==> src/rtl/pd_tx_controller.sv <==
`default_nettype none
// ============================================================================
// Module   : pd_tx_controller
// Purpose  : Arbitrates hash-result and heartbeat packets and sequences the
//            datapath strobes and tx valid/ready handshake for each packet.
// Revision : 1.0 - initial release
// ============================================================================
module pd_tx_controller #(
    parameter int         PKT_WORDS = 20,
    parameter logic [7:0] HASH_PID  = 8'h01,
    parameter logic [7:0] HB_PID    = 8'h02,
    parameter int         HB_PERIOD = 1000,
    parameter int         TIMEOUT   = 255
) (
    input  logic       clk,
    input  logic       rst,
    input  logic       hash_req,
    output logic       hash_ack,
    input  logic       tx_ready,
    output logic       tx_valid,
    output logic [7:0] PID,
    output logic       PID_en,
    output logic       transmit_empty_en,
    output logic       read_enable,
    output logic       data_sent,
    output logic       busy,
    output logic       pkt_type,
    output logic       abort_err
);

    localparam int c_idx_w = (PKT_WORDS > 2) ? $clog2(PKT_WORDS) : 1;
    localparam int c_to_w  = (TIMEOUT > 0) ? $clog2(TIMEOUT + 1) : 1;
    localparam logic [c_idx_w-1:0] c_last_idx = c_idx_w'(PKT_WORDS - 1);
    localparam logic [c_to_w-1:0]  c_to_lim   = c_to_w'(TIMEOUT);

    typedef enum logic [1:0] {
        S_IDLE  = 2'd0,
        S_LOAD  = 2'd1,
        S_SEND  = 2'd2,
        S_CLEAR = 2'd3
    } state_t;

    state_t             r_state;
    state_t             w_state_nxt;
    logic [c_idx_w-1:0] r_idx;
    logic [c_to_w-1:0]  r_to_cnt;
    logic [c_to_w-1:0]  w_to_inc;
    logic               r_aborted;
    logic               r_abort_err;
    logic               r_type;
    logic [7:0]         r_pid;
    logic               w_hb_pend;
    logic               w_hb_done;
    logic               w_start_hash;
    logic               w_start_hb;
    logic               w_xfer;
    logic               w_timeout;

    assign w_to_inc  = (r_to_cnt == {c_to_w{1'b1}}) ? r_to_cnt : r_to_cnt + c_to_w'(1);
    assign w_xfer    = (r_state == S_SEND) && tx_ready;
    assign w_timeout = (TIMEOUT != 0) && (r_state == S_SEND) && !tx_ready
                       && (w_to_inc == c_to_lim);

    always_comb begin
        w_state_nxt  = r_state;
        w_start_hash = 1'b0;
        w_start_hb   = 1'b0;
        case (r_state)
            S_IDLE: begin
                // Hash wins any tie with a pending heartbeat
                if (hash_req) begin
                    w_start_hash = 1'b1;
                    w_state_nxt  = S_LOAD;
                end else if (w_hb_pend) begin
                    w_start_hb   = 1'b1;
                    w_state_nxt  = S_LOAD;
                end
            end
            S_LOAD: w_state_nxt = S_SEND;
            S_SEND: begin
                if ((w_xfer && (r_idx == c_last_idx)) || w_timeout) begin
                    w_state_nxt = S_CLEAR;
                end
            end
            S_CLEAR: w_state_nxt = S_IDLE;
            default: w_state_nxt = S_IDLE;
        endcase
    end

    always_ff @(posedge clk) begin
        if (rst) begin
            r_state     <= S_IDLE;
            r_idx       <= '0;
            r_to_cnt    <= '0;
            r_aborted   <= 1'b0;
            r_abort_err <= 1'b0;
            r_type      <= 1'b0;
            r_pid       <= 8'h00;
        end else begin
            r_state <= w_state_nxt;
            if (w_start_hash) begin
                r_type <= 1'b0;
                r_pid  <= HASH_PID;
            end else if (w_start_hb) begin
                r_type <= 1'b1;
                r_pid  <= HB_PID;
            end
            if (r_state == S_LOAD) begin
                r_idx     <= '0;
                r_to_cnt  <= '0;
                r_aborted <= 1'b0;
            end else if (r_state == S_SEND) begin
                if (w_xfer) begin
                    r_idx    <= r_idx + c_idx_w'(1);
                    r_to_cnt <= '0;
                end else begin
                    r_to_cnt <= w_to_inc;
                end
            end
            if (w_timeout) begin
                r_aborted   <= 1'b1;
                r_abort_err <= 1'b1;
            end
        end
    end

    // An aborted packet neither acks the miner nor retires the heartbeat
    assign hash_ack          = (r_state == S_CLEAR) && !r_aborted && !r_type;
    assign w_hb_done         = (r_state == S_CLEAR) && !r_aborted && r_type;
    assign tx_valid          = (r_state == S_SEND);
    assign read_enable       = w_xfer;
    assign PID_en            = (r_state == S_LOAD);
    assign transmit_empty_en = (r_state == S_LOAD);
    assign data_sent         = (r_state == S_CLEAR);
    assign busy              = (r_state != S_IDLE);
    assign PID               = r_pid;
    assign pkt_type          = r_type;
    assign abort_err         = r_abort_err;

    generate
        if (HB_PERIOD > 0) begin : g_hb_timer
            localparam int c_hb_w = (HB_PERIOD > 1) ? $clog2(HB_PERIOD) : 1;
            localparam logic [c_hb_w-1:0] c_hb_last = c_hb_w'(HB_PERIOD - 1);

            logic [c_hb_w-1:0] r_hb_cnt;
            logic              r_hb_pend;
            logic              w_hb_wrap;

            assign w_hb_wrap = (r_hb_cnt == c_hb_last);

            // A wrap landing on the heartbeat's own completion keeps it pending
            always_ff @(posedge clk) begin
                if (rst) begin
                    r_hb_cnt  <= '0;
                    r_hb_pend <= 1'b0;
                end else begin
                    r_hb_cnt <= w_hb_wrap ? '0 : r_hb_cnt + c_hb_w'(1);
                    if (w_hb_wrap) begin
                        r_hb_pend <= 1'b1;
                    end else if (w_hb_done) begin
                        r_hb_pend <= 1'b0;
                    end
                end
            end

            assign w_hb_pend = r_hb_pend;
        end else begin : g_no_hb
            assign w_hb_pend = 1'b0;
        end
    endgenerate

endmodule
`default_nettype wire

==> config.mk <==
export PLATFORM = sky130hd
export DESIGN_NAME = pd_tx_controller
export DESIGN_NICKNAME = d
export VERILOG_FILES = /design/src/rtl/pd_tx_controller.sv
export SDC_FILE = /design/constraint.sdc
export NUM_CORES = 1
export LEC_CHECK = 0
export CAP_MARGIN = 20
export CORE_MARGIN = 3
export CORE_UTILIZATION = 54
export DETAILED_ROUTE_END_ITERATION = 12
export PLACE_DENSITY = 0.83
export SYNTH_ARGS = -nofsm -noshare
export SYNTH_HDL_FRONTEND = slang
export SYNTH_SLANG_ARGS = --single-unit
==> constraint.sdc <==
create_clock -name clk -period 2.1 [get_ports clk]
set_clock_uncertainty 0.05 [all_clocks]
set_input_delay 0.63 -clock clk [delete_from_list [all_inputs] [get_ports clk]]
set_output_delay 0.63 -clock clk [all_outputs]
set_load 0.005 [all_outputs]
=== Yosys cells after proc, flatten, opt, wreduce, memory -nomap -nowiden ===
Cells that the tools add are included.

* Flip-flop bits (word level): 30
* Bits of input ports: 4
* Logic and storage cells: 59

* $add $sub $neg: 3
* Equal/unequal tests: 9
* Multiplexer cells: 17
* Reduce and logical (&&, ||, !) cells: 21

{| class="wikitable"
|+ Operator list
! cell !! count
|-
| $eq 8x8->1 const B || 2
|-
| $mux 8 || 2
|-
| $mux 1 || 11
|-
| $add 10x1->10 const B || 1
|-
| $eq 10x10->1 const B || 1
|-
| $add 8x1->8 const B || 1
|-
| $pmux 2 s4 || 1
|-
| $reduce_bool 2->1 || 4
|-
| $logic_and 1x1->1 || 7
|-
| $mux 2 || 3
|-
| $reduce_or 2->1 || 3
|-
| $add 5x1->5 const B || 1
|-
| $eq 5x5->1 const B || 1
|-
| $eq 2x2->1 const B || 2
|-
| $reduce_and 2->1 || 2
|-
| $logic_not 1->1 || 3
|-
| $ne 3x3->1 const B || 1
|-
| $eq 2x1->1 const B || 1
|-
| $logic_not 2->1 || 1
|-
| $ne 2x1->1 const B || 1
|-
| $logic_or 1x1->1 || 1
|}

=== Longest topological paths before layout ===
Gate-level depths: netlist of run 1.

* Depth after elaboration: 7
* Gate-level depth with buffers: 7

=== Worst setup path after synthesis of run 1 ===
Ideal clock, no wire load.

* Kind: input -> output
* Start: input port tx_ready
* End: output port read_enable
* Data arrival time: 1.215 ns
* Path slack: 0.205 ns
* Cell stages on the path: 3
* Buffers on the path: 2
* Path through: clkbuf_1 -> and2_1 -> clkbuf_1

* Longest elaborated chain between the ends: 1

{| class="wikitable"
|+ Ends and longest elaborated chain
! what !! line !! source
|-
| start: declaration || 19 || <nowiki>input logic tx_ready,</nowiki>
|-
| $logic_and 1x1->1 || 60 || <nowiki>assign w_xfer = (r_state == S_SEND) && tx_ready;</nowiki>
|-
| end: declaration || 24 || <nowiki>output logic read_enable,</nowiki>
|}

Every way passes these cells.

=== Worst setup path in the final report of run 1 ===
* Start: register r_pid[1] (netlist: PID[1])
* End: output port PID[1]

{| class="wikitable"
|+ RTL lines
! what !! line !! source
|-
| start: declaration || 51 || <nowiki>logic [7:0] r_pid;</nowiki>
|-
| start signal: assignment || 98 || <nowiki>r_pid <= 8'h00;</nowiki>
|-
| start signal: assignment || 103 || <nowiki>r_pid <= HASH_PID;</nowiki>
|-
| start signal: assignment || 106 || <nowiki>r_pid <= HB_PID;</nowiki>
|-
| end: declaration || 21 || <nowiki>output logic [7:0] PID,</nowiki>
|}

No word-level cell between the ends.

==> results of run 1 <==
==> synthesized netlist by cell type (3+ instances only) <==
| cell type | n |
|---|---|
| xnor2_1 | 5 |
| nor2_1 | 22 |
| nand3_1 | 6 |
| buf_4 | 8 |
| inv_1 | 7 |
| mux2i_1 | 3 |
| o21ai_0 | 4 |
| nand4_1 | 4 |
| nand2_1 | 9 |
| nand2b_1 | 5 |
| nor3_1 | 5 |
| ha_1 | 7 |
| dfxtp_1 | 30 |
| clkbuf_1 | 6 |
| or3_1 | 3 |
| a211oi_1 | 4 |
| a21oi_1 | 11 |
| and3_1 | 3 |
| xor2_1 | 5 |
==> path summary, 6_finish.rpt <==
path / endpoint / slack [ps] / depth (start not counted)
setup / recovery: PID[1] / 120 / 1
hold / removal: g_hb_timer.r_hb_cnt[0] / 390 / 1
setup reg to reg: r_state[0] / 180 / 6
hold reg to reg: g_hb_timer.r_hb_cnt[0] / 390 / 1
==> routing by layer <==
layer | track usage [%] | vias up | part of all wire [%] | wire [µm]
met5 | 0 | - | 0 | 0
met4 | 12.7 | 0 | 2.9 | 98
met3 | 7.13 | 14 | 6.6 | 228
met2 | 36.1 | 56 | 48 | 1640
met1 | 25.1 | 655 | 43 | 1460
li1 | - | 667 | - | -
==> repair_timing <==
item,in CTS,in global routing
hold buffers,0,0
setup buffers,0,0
resized for setup,12,12
endpoints found under the setup margin,7,5
pin swaps,0,1
==> stage by stage <==
step / utilization [%] / setup TNS (ps) / std cells
final: 67.3 / 0 / 233
after global routing: 67.3 / 0 / 233
after CTS: 65.6 / -291 / 233
after detailed placement: 62.4 / -455 / 225
after global placement: 62.4 / -356 / 225
after floorplan: - / 0 / 188
==> area by class of cell <==
class / count / area, µm²
multi-input cells: 135 / 917
fillers: 226 / 910
flip-flops and latches: 30 / 608
repair buffers: 22 / 206
clock buffers: 7 / 45.0
well taps: 31 / 38.8
clock inverters: 1 / 30.0
inverters: 7 / 26.3
==> state kept, by name (all words and copies together) (netlist names) <==
name	cells
PID	2
abort_err	1
g_hb_timer.r_hb_cnt	10
g_hb_timer.r_hb_pend	1
r_aborted	1
r_idx	5
r_state	2
r_to_cnt	8
==> kinds of logic (layout without fill, tap and decap cells) <==
| logic type | after synthesis | after routing |
|---|---|---|
| other | 1 | 6 |
| adder cells (fa/ha/maj) | 8 | 8 |
| buffers and inverters | 23 | 37 |
| AO/OA/AOI/OAI | 35 | 35 |
| XOR/XNOR | 10 | 10 |
| multiplexers | 3 | 3 |
| flip-flops | 30 | 30 |
| AND/OR/NAND/NOR | 73 | 73 |
==> power by group through the flow <==
stage               registers [mW]  logic [mW]  clock network, mW
CTS                          0.629       0.333              0.462
global placement             0.636       0.320                  0
detailed placement           0.639       0.332                  0
global route                 0.649       0.380              0.483
finish                       0.646       0.341              0.454
floorplan                    0.634       0.200                  0
==> summary.txt, run 1 <==
Synthesis
  • Post-synthesis adder-cell area fraction: 6.17%
  • Largest family of logic cells by synthesized area: simple AND/OR/NAND/NOR gates
  • Mapped Avg Cell Area: 8.65 µm²
  • Simple-gate share of the synthesized area: 24.9%
  • Sequential fraction of the synthesis area: 37.9%
  • Post-synth EDFFs: 0
  • Count of different cell masters after synthesis: 49
  • Warnings from Yosys: 0
  • Gate Count Post-Synth: 183
  • Mux cell area share after synthesis: 1.90%
  • Area share of the largest cell type after synthesis: 37.9%
  • Yosys reg bits: 30
  • Ys async rst share: 0%
  • Synth area leaders: dfxtp_1 38%, ha_1 5.5%, nor2_1 5.2%, buf_4 3.8%, a21oi_1 3.5%
  • Yosys top cell by area: dfxtp_1
  • Synth Area in XOR/XNOR: 5.53%
  • Synth Area in Compound Gates: 15.0%
  • Predominant post-synthesis flop cell: dfxtp_1
  • Synthesized area: 1580 µm²

Setup path
  • Crit path from: PID[1]
  • Critical path class: reg -> out
  • Critical-path top delay cell: clkdlybuf4s50_1
  • Worst endpoint data arrival time: 1300 ps
  • CP max stage delay: 540 ps
  • Crit path max fanout: 5
  • Type of origin of the critical path: flop
  • CP Data Required Time: 1420 ps
  • WP buf/inv: 1
  • Worst R2R Start: r_to_cnt[0]
  • CP Cell Sequence: clkdlybuf4s50_1
  • CP delay by family, top: buffers and inverters
  • Worst Setup End Kind: output pin

STA
  • Fin Hold WS: 393 ps
  • Fin. Hold Viols: 0
  • RSZ-0062 raised after global routing: no
  • Fin crit period: 1980 ps
  • Fin crit share: 94.4%
  • Final Max Tran Viols: 0
  • Final setup vio count: 0
  • FMAX: 505 MHz
  • Fin worst setup slack: 118 ps

Clock tree
  • CTS Buf Count: 5
  • Clock slew at reported path FFs: 100 ps
  • Worst-Skew Late Latency: 330 ps
  • H-tree Lvls: 2
  • CTS Root Cell: clkbuf_4
  • CTS Buffer Depth: 2
  • TritonCTS Sinks: 30
  • CTS tree: done

Floorplan
  • Core Box Area: 2780 µm²
  • Row cnt: 19
  • Die ar.: 3620 µm²
  • Die X: 60.1 µm
  • Die Y: 60.1 µm
  • Initial Util: 56.9%
  • Boundary Pins: 21

Detailed routing
  • Vias per cell: 5.97
  • Vias: 1,392
  • Detailed-route DRC error count: 0
  • DR pass1 iterations: 4
  • Starting DRT DRC Count: 109
  • Routed len/inst: 14.7 µm
  • Routed WL: 3430 µm
  • Final ANT Viol Nets: 0

Job
  • Max-Cap Viols: 0

Power
  • Net Switching: 0.412 mW
  • Switching Fraction: 28.6%
  • Seq pwr share: 44.8%
  • Comb power frac: 23.7%
  • Cell Pwr Density: 769 nW/µm²
  • VDD IR max: 0.754 mV
  • Pleak: 0.737 nW
  • Total power: 1.44 mW
  • Clock Power Share: 31.5%
  • Int Pwr: 1.03 mW

Layout
  • Area Overhead vs Synth: 18.3%
  • Most frequent cells in the layout: 28 x dfxtp_1, 22 x nor2_1, 11 x a21oi_1
  • Layout cells sized above 1: 16.8%
  • Layout Nets: 212
  • Most common cell after layout, fill and taps aside: dfxtp_1
  • Ant diodes: 0
  • Final instance area: 1870 µm²

Place
  • PortBufs: 14
  • Post-placement setup slack: -351 ps
  • Placer Congestion: 0.910
  • HPWL after DPL: 2480 µm
  • Dpl cell area: 1740 µm²

Hold path
  • Worst hold path class: reg -> reg
  • HP Start: g_hb_timer.r_hb_cnt[0]

Global routing
  • Initial antenna violation count: 0
  • Vias in the first global route: 1,394
  • Grt total ovfl: 0
  • Total track usage: 22.1%
  • Largest net degree at the start of global routing: 15
  • First-pass GRT wire length: 6040 µm

Outcome
  • Outcome: finished clean
(Power assumes the default switching activity.)
==> inputs of run 2 (changes only) <==
--- a/config.mk
+++ b/config.mk
@@ -9,6 +9,7 @@
 export CORE_MARGIN = 3
 export CORE_UTILIZATION = 54
 export DETAILED_ROUTE_END_ITERATION = 12
+export GPL_TIMING_DRIVEN = 0
 export PLACE_DENSITY = 0.83
 export SYNTH_ARGS = -nofsm -noshare
 export SYNTH_HDL_FRONTEND = slang
==> run 2 against run 1 <==
  * Final area rose by 3.4%
  * Sequential share of layout area fell by 0.94 points
  * Sequential cell count did not move
  * Clock power rose by 4.6%
  * Non-clock buffer count rose by 11
  * Die area did not move
  * Utilization rose by 2.3 points
  * Cell count rose by 4.3%
  * Critical path depth rose by 4
  * Worst hold slack improved by 8.5 ps
  * Combinational power rose by 21%
  * Largest cell class unchanged
==> summary.txt, run 2 (synthesis results as in run 1) <==
Outcome
  • Outcome: finished clean (unchanged)

STA
  • RSZ-0062 raised after global routing: no (unchanged)
  • Fin. Hold Viols: 0 (unchanged)
  • Fin worst setup slack: 56.0 ps (was 118 ps)
  • Final Max Tran Viols: 0 (unchanged)
  • Fin crit share: 97.3% (was 94.4%)
  • Fin crit period: 2040 ps (was 1980 ps)
  • FMAX: 489 MHz (was 505 MHz)
  • Final setup vio count: 0 (unchanged)

Setup path
  • CP Data Required Time: 1420 ps (about the same)
  • Crit path max fanout: 6 (was 5)
  • WP depth: 5 (was 1)
  • Critical-path top delay cell: dfxtp_4 (was clkdlybuf4s50_1)
  • CP Cell Sequence: buf_4 -> inv_4 -> ha_4 -> inv_1 -> dlygate4sd2_1 (was clkdlybuf4s50_1)
  • Worst endpoint data arrival time: 1360 ps (was 1300 ps)
  • Worst Setup End Kind: output pin (unchanged)
  • CP delay by family, top: buffers and inverters (unchanged)
  • WP buf/inv: 4 (was 1)
  • Critical path class: reg -> out (unchanged)
  • CP max stage delay: 370 ps (was 540 ps)
  • FF-to-FF path depth: 7 (was 6)
  • Type of origin of the critical path: flop (unchanged)

Clock tree
  • CTS Buf Count: 5 (unchanged)
  • Worst-Skew Late Latency: 330 ps (about the same)
  • Hold buffer count at CTS: 0 (unchanged)
  • Clock slew at reported path FFs: 90 ps (was 100 ps)
  • CTS Buffer Depth: 2 (unchanged)
  • CTS Root Cell: clkbuf_4 (unchanged)
  • CTS tree: done (unchanged)
  • H-tree Lvls: 2 (unchanged)
  • TritonCTS Sinks: 30 (unchanged)

Hold path
  • Worst hold path class: reg -> reg (unchanged)
  • Hold path cells: 1 (unchanged)

Place
  • Placer Congestion: 0.823 (was 0.910)
  • HPWL after DPL: 2420 µm (was 2480 µm)
  • PortBufs: 13 (was 14)
  • Dpl cell area: 1770 µm² (was 1740 µm²)
  • Placed Cells: 232 (was 225)
  • Post-placement setup slack: -499 ps (was -351 ps)

Detailed routing
  • Vias per cell: 5.75 (was 5.97)
  • DR pass1 iterations: 4 (unchanged)
  • Starting DRT DRC Count: 59 (was 109)
  • Routed WL: 3650 µm (was 3430 µm)
  • Vias: 1,397 (was 1,392)
  • Routed len/inst: 15.0 µm (was 14.7 µm)
  • Detailed-route DRC error count: 0 (unchanged)
  • Final ANT Viol Nets: 0 (unchanged)

Layout
  • Final instance area: 1940 µm² (was 1870 µm²)
  • # fillers: 218 (was 226)
  • Most common cell after layout, fill and taps aside: dfxtp_1 (unchanged)
  • Area of the multi-input gates: 917 µm² (unchanged)
  • Most frequent cells in the layout: 26 x dfxtp_1, 22 x nor2_1, 14 x buf_4 (was 28 x dfxtp_1, 22 x nor2_1, 11 x a21oi_1)
  • Layout cells sized above 1: 22.2% (was 16.8%)
  • Layout Nets: 223 (was 212)
  • Top reg by flops: g_hb_timer.r_hb_cnt (unchanged)
  • Largest regs: g_hb_timer.r_hb_cnt (10), r_to_cnt (8), r_idx (5) (unchanged)
  • Final non-filler cell total: 243 (was 233)
  • Area Overhead vs Synth: 22.3% (was 18.3%)
  • Final core occ: 69.6% (was 67.3%)
  • Seq. cell area: 611 µm² (was 608 µm²)
  • Ant diodes: 0 (unchanged)
  • Flip-flop count of the largest register after layout: 10 (unchanged)

Power
  • Cell Pwr Density: 787 nW/µm² (was 769 nW/µm²)
  • Pleak: 0.740 nW (was 0.737 nW)
  • VDD IR max: 0.767 mV (was 0.754 mV)
  • Total power: 1.52 mW (was 1.44 mW)

Global routing
  • First-pass GRT wire length: 5710 µm (was 6040 µm)
  • Vias in the first global route: 1,327 (was 1,394)
  • Initial antenna violation count: 0 (unchanged)
  • Grt total ovfl: 0 (unchanged)
  • Total track usage: 21.7% (was 22.1%)
  • Largest net degree at the start of global routing: 11 (was 15)

Job
  • Max-Cap Viols: 0 (unchanged)

Floorplan
  • Core Box Area: 2780 µm² (unchanged)
  • Die Y: 60.1 µm (unchanged)
  • Row cnt: 19 (unchanged)
  • Boundary Pins: 21 (unchanged)
  • Initial Util: 56.9% (unchanged)
  • Die ar.: 3620 µm² (unchanged)
  • Die X: 60.1 µm (unchanged)
## run 2: area by class of cell
cell class,instances,share of cell area (%)
multi-input combinational,135,47.4
inverter,7,1.62
sequential,30,31.5
clock inverter,1,1.55
clock buffer,6,2.65
buffer,15,5.30
tap,31,2.00
timing repair buffer,18,7.95
## run 2: through the flow
stage | hold slack [ps] | TNS (ps)
4_1_cts | 405 | 0
3_5_place_dp | 379 | -499
2_1_floorplan | 363 | 0
3_3_place_gp | 378 | -475
5_1_grt | 429 | 0
6_report | 402 | 0
## run 2: timing repair
item | 4_1_cts | 5_1_grt
pin swaps | 1 | 0
setup endpoints to repair | 7 | 3
buffers inserted | 3 | 2
resized for setup | 28 | 3
gates cloned | 0 | 0
## run 2: final timing paths
path / from / to / slack, ps
setup / recovery: r_state[1] / busy / 60
hold reg to reg: g_hb_timer.r_hb_cnt[0] / g_hb_timer.r_hb_cnt[0] / 400
hold / removal: g_hb_timer.r_hb_cnt[0] / g_hb_timer.r_hb_cnt[0] / 400
setup reg to reg: r_to_cnt[0] / r_state[0] / 60
## run 2: report_power, final
| part | switching (mW) | internal (mW) | leakage, nW |
|---|---|---|---|
| clock | 0.198 | 0.277 | 0.0443 |
| combinational | 0.203 | 0.207 | 0.451 |
| sequential | 0.0331 | 0.605 | 0.245 |
| total | 0.435 | 1.09 | 0.740 |
## run 2: metal layers
metal / wire [µm] / vias up / global-route usage, % / share of wire [%]
met4: 93 / 0 / 11.7 / 2.5
li1: - / 683 / - / -
met3: 226 / 11 / 7.13 / 6.2
met5: 0 / - / 0 / 0
met2: 1890 / 55 / 37.7 / 52
met1: 1440 / 648 / 22.9 / 40
==> inputs of run 3 (changes only) <==
--- a/config.mk
+++ b/config.mk
@@ -7,10 +7,10 @@
 export LEC_CHECK = 0
 export CAP_MARGIN = 20
 export CORE_MARGIN = 3
-export CORE_UTILIZATION = 54
+export CORE_UTILIZATION = 45
 export DETAILED_ROUTE_END_ITERATION = 12
 export GPL_TIMING_DRIVEN = 0
-export PLACE_DENSITY = 0.83
+export PLACE_DENSITY = 0.72
 export SYNTH_ARGS = -nofsm -noshare
 export SYNTH_HDL_FRONTEND = slang
 export SYNTH_SLANG_ARGS = --single-unit
==> constraint.sdc (replaced) <==
create_clock -name clk -period 2.5 [get_ports clk]
set_clock_uncertainty 0.05 [all_clocks]
set_input_delay 0.75 -clock clk [delete_from_list [all_inputs] [get_ports clk]]
set_output_delay 0.75 -clock clk [all_outputs]
set_load 0.005 [all_outputs]
==> run 3 against run 2 <==
  * Final area shrank 1.0%
  * Global-route usage shrank 5.2 points
  * Combinational power fell by 28%
  * Utilization shrank 9.8 points
  * Setup slack better by 17 ps
  * Total power decreased by 20%
  * Sequential cell count stayed put
  * Clock-buffer cell count stayed put
  * Register-to-register slack improved by 480 ps
  * Wire length fell by 15%
  * Largest cell class unchanged
  * Largest power group unchanged
==> summary.txt, run 3 (synthesis results as in run 1) <==
Outcome
  • Outcome: finished clean (unchanged)

Layout
  • Ant diodes: 0 (unchanged)
  • Layout cells sized above 1: 18.6% (was 22.2%)
  • # fillers: 289 (was 218)
  • Most common cell after layout, fill and taps aside: dfxtp_1 (unchanged)
  • Most frequent cells in the layout: 28 x dfxtp_1, 22 x nor2_1, 13 x clkdlybuf4s50_1 (was 26 x dfxtp_1, 22 x nor2_1, 14 x buf_4)
  • Flip-flop count of the largest register after layout: 10 (unchanged)
  • Largest regs: g_hb_timer.r_hb_cnt (10), r_to_cnt (8), r_idx (5) (unchanged)
  • Seq. cell area: 603 µm² (was 611 µm²)
  • Final core occ: 59.8% (was 69.6%)
  • Top reg by flops: g_hb_timer.r_hb_cnt (unchanged)
  • Area Overhead vs Synth: 21.0% (was 22.3%)
  • Area of the multi-input gates: 895 µm² (was 917 µm²)
  • Layout Nets: 221 (was 223)

Floorplan
  • Die Y: 65.3 µm (was 60.1 µm)
  • Die X: 65.3 µm (was 60.1 µm)
  • Initial Util: 49.4% (was 56.9%)
  • Row cnt: 20 (was 19)
  • Core Box Area: 3200 µm² (was 2780 µm²)
  • Boundary Pins: 21 (unchanged)
  • Die ar.: 4260 µm² (was 3620 µm²)

Detailed routing
  • Routed WL: 3080 µm (was 3650 µm)
  • Routed len/inst: 12.1 µm (was 15.0 µm)
  • DR pass1 iterations: 4 (unchanged)
  • Vias per cell: 5.23 (was 5.75)
  • Detailed-route DRC error count: 0 (unchanged)
  • Starting DRT DRC Count: 79 (was 59)
  • Final ANT Viol Nets: 0 (unchanged)
  • Vias: 1,328 (was 1,397)

STA
  • Fin crit share: 97.1%
  • Fin Hold WS: 397 ps (was 402 ps)
  • Final Max Tran Viols: 0 (unchanged)
  • Fin. Hold Viols: 0 (unchanged)
  • Final setup TNS: 0 ps (unchanged)
  • Final setup vio count: 0 (unchanged)
  • FMAX: 412 MHz
  • Fin crit period: 2430 ps

Power
  • Pleak: 0.702 nW (was 0.740 nW)
  • Cell Pwr Density: 636 nW/µm² (was 787 nW/µm²)
  • VDD IR max: 0.377 mV (was 0.767 mV)

Global routing
  • Vias in the first global route: 1,270 (was 1,327)
  • Total track usage: 16.5% (was 21.7%)
  • Grt total ovfl: 0 (unchanged)
  • First-pass GRT wire length: 5400 µm (was 5710 µm)
  • Largest net degree at the start of global routing: 11 (unchanged)
  • Initial antenna violation count: 0 (unchanged)

Clock tree
  • Worst-Skew Late Latency: 340 ps (was 330 ps)
  • CTS Buf Count: 5 (unchanged)
  • CTS Root Cell: clkbuf_4 (unchanged)
  • Hold buffer count at CTS: 0 (unchanged)
  • TritonCTS Sinks: 30 (unchanged)
  • H-tree Lvls: 2 (unchanged)
  • CTS tree: done (unchanged)
  • Clock slew at reported path FFs: 100 ps (was 90 ps)
  • CTS Buffer Depth: 2 (unchanged)

Setup path
  • Type of origin of the critical path: flop (unchanged)
  • Worst Setup End Kind: output pin (unchanged)
  • Critical path class: reg -> out (unchanged)
  • CP Data Required Time: 1700 ps (was 1420 ps)
  • Worst R2R Start: r_to_cnt[0] (unchanged)
  • FF-to-FF path depth: 7 (unchanged)
  • R2r setup slk: 540 ps (was 60 ps)
  • R2r endpoint: r_state[0] (unchanged)
  • Crit path max fanout: 4 (was 6)
  • Worst endpoint data arrival time: 1630 ps (was 1360 ps)

Place
  • HPWL after DPL: 2250 µm (was 2420 µm)
  • Placer Congestion: 0.893 (was 0.823)
  • PortBufs: 13 (unchanged)

Hold path
  • Hold path cells: 1 (unchanged)
  • Worst hold endpoint: g_hb_timer.r_hb_cnt[0] (unchanged)
  • Worst hold path class: reg -> reg (unchanged)
  • HP Start: g_hb_timer.r_hb_cnt[0] (unchanged)

Job
  • Max-Cap Viols: 0 (unchanged)
## run 3: cell types whose count changed in the layout (fill, tap and decap cells not counted)
| cell | change |
|---|---|
| buf_2 | -1 |
| buf_4 | -3 |
| clkdlybuf4s50_1 | +7 |
| dfxtp_1 | +2 |
| dfxtp_4 | -2 |
| dlygate4sd2_1 | -5 |
| ha_1 | +1 |
| ha_2 | +1 |
| ha_4 | -2 |
| inv_1 | +1 |
| inv_2 | +1 |
| inv_4 | -2 |
## run 3: what timing repair did
| item | 4_1_cts | 5_1_grt |
|---|---|---|
| endpoints found under the setup margin | 1 | 4 |
| buffers inserted | 0 | 3 |
| resized for setup | 8 | 3 |
## run 3: how the worst max path moves through the flow
stage / start / end
2_1_floorplan: tx_ready / read_enable
3_3_place_gp: tx_ready / read_enable
3_5_place_dp: tx_ready / read_enable
4_1_cts: r_state[0] / read_enable
5_1_grt: r_state[1] / hash_ack
6_report: r_state[1] / transmit_empty_en
## run 3: worst max-delay path, stage by stage (launching register included)
cell and delay [ps]:
dfxtp_2 360, inv_1 80, ha_1 230, buf_4 130, clkdlybuf4s50_1 490
## run 3: where the power goes
group | internal, mW | total, mW | leakage [nW] | switching [mW]
Clock | 0.233 | 0.395 | 0.0443 | 0.163
Combinational | 0.155 | 0.294 | 0.414 | 0.138
Sequential | 0.504 | 0.530 | 0.244 | 0.0258
Total | 0.892 | 1.22 | 0.702 | 0.327
## run 3: layout make-up
type	instances	share of cell area, %
Buffer	15	5.36
Clock buffer	6	2.68
Clock inverter	1	1.57
Inverter	7	1.37
Multi-Input combinational cell	135	46.7
Sequential cell	30	31.5
Tap cell	44	2.87
Timing Repair Buffer	16	7.97
## run 3: through the flow
step	power [mW]	worst slack (ps)	cells	area [µm²]
3_5_place_dp	0.812	-318	245	1790
3_3_place_gp	0.802	-298	245	1790
2_1_floorplan	0.700	365	188	1600
4_1_cts	1.22	21.6	251	1880
5_1_grt	1.29	-43.5	254	1920
6_report	1.22	73.2	254	1920
## run 3: layer usage
layer	track usage [%]	wire length (µm)
met4	10.1	89
met5	0	0
met1	19.6	1380
met3	4.10	127
met2	26.5	1480
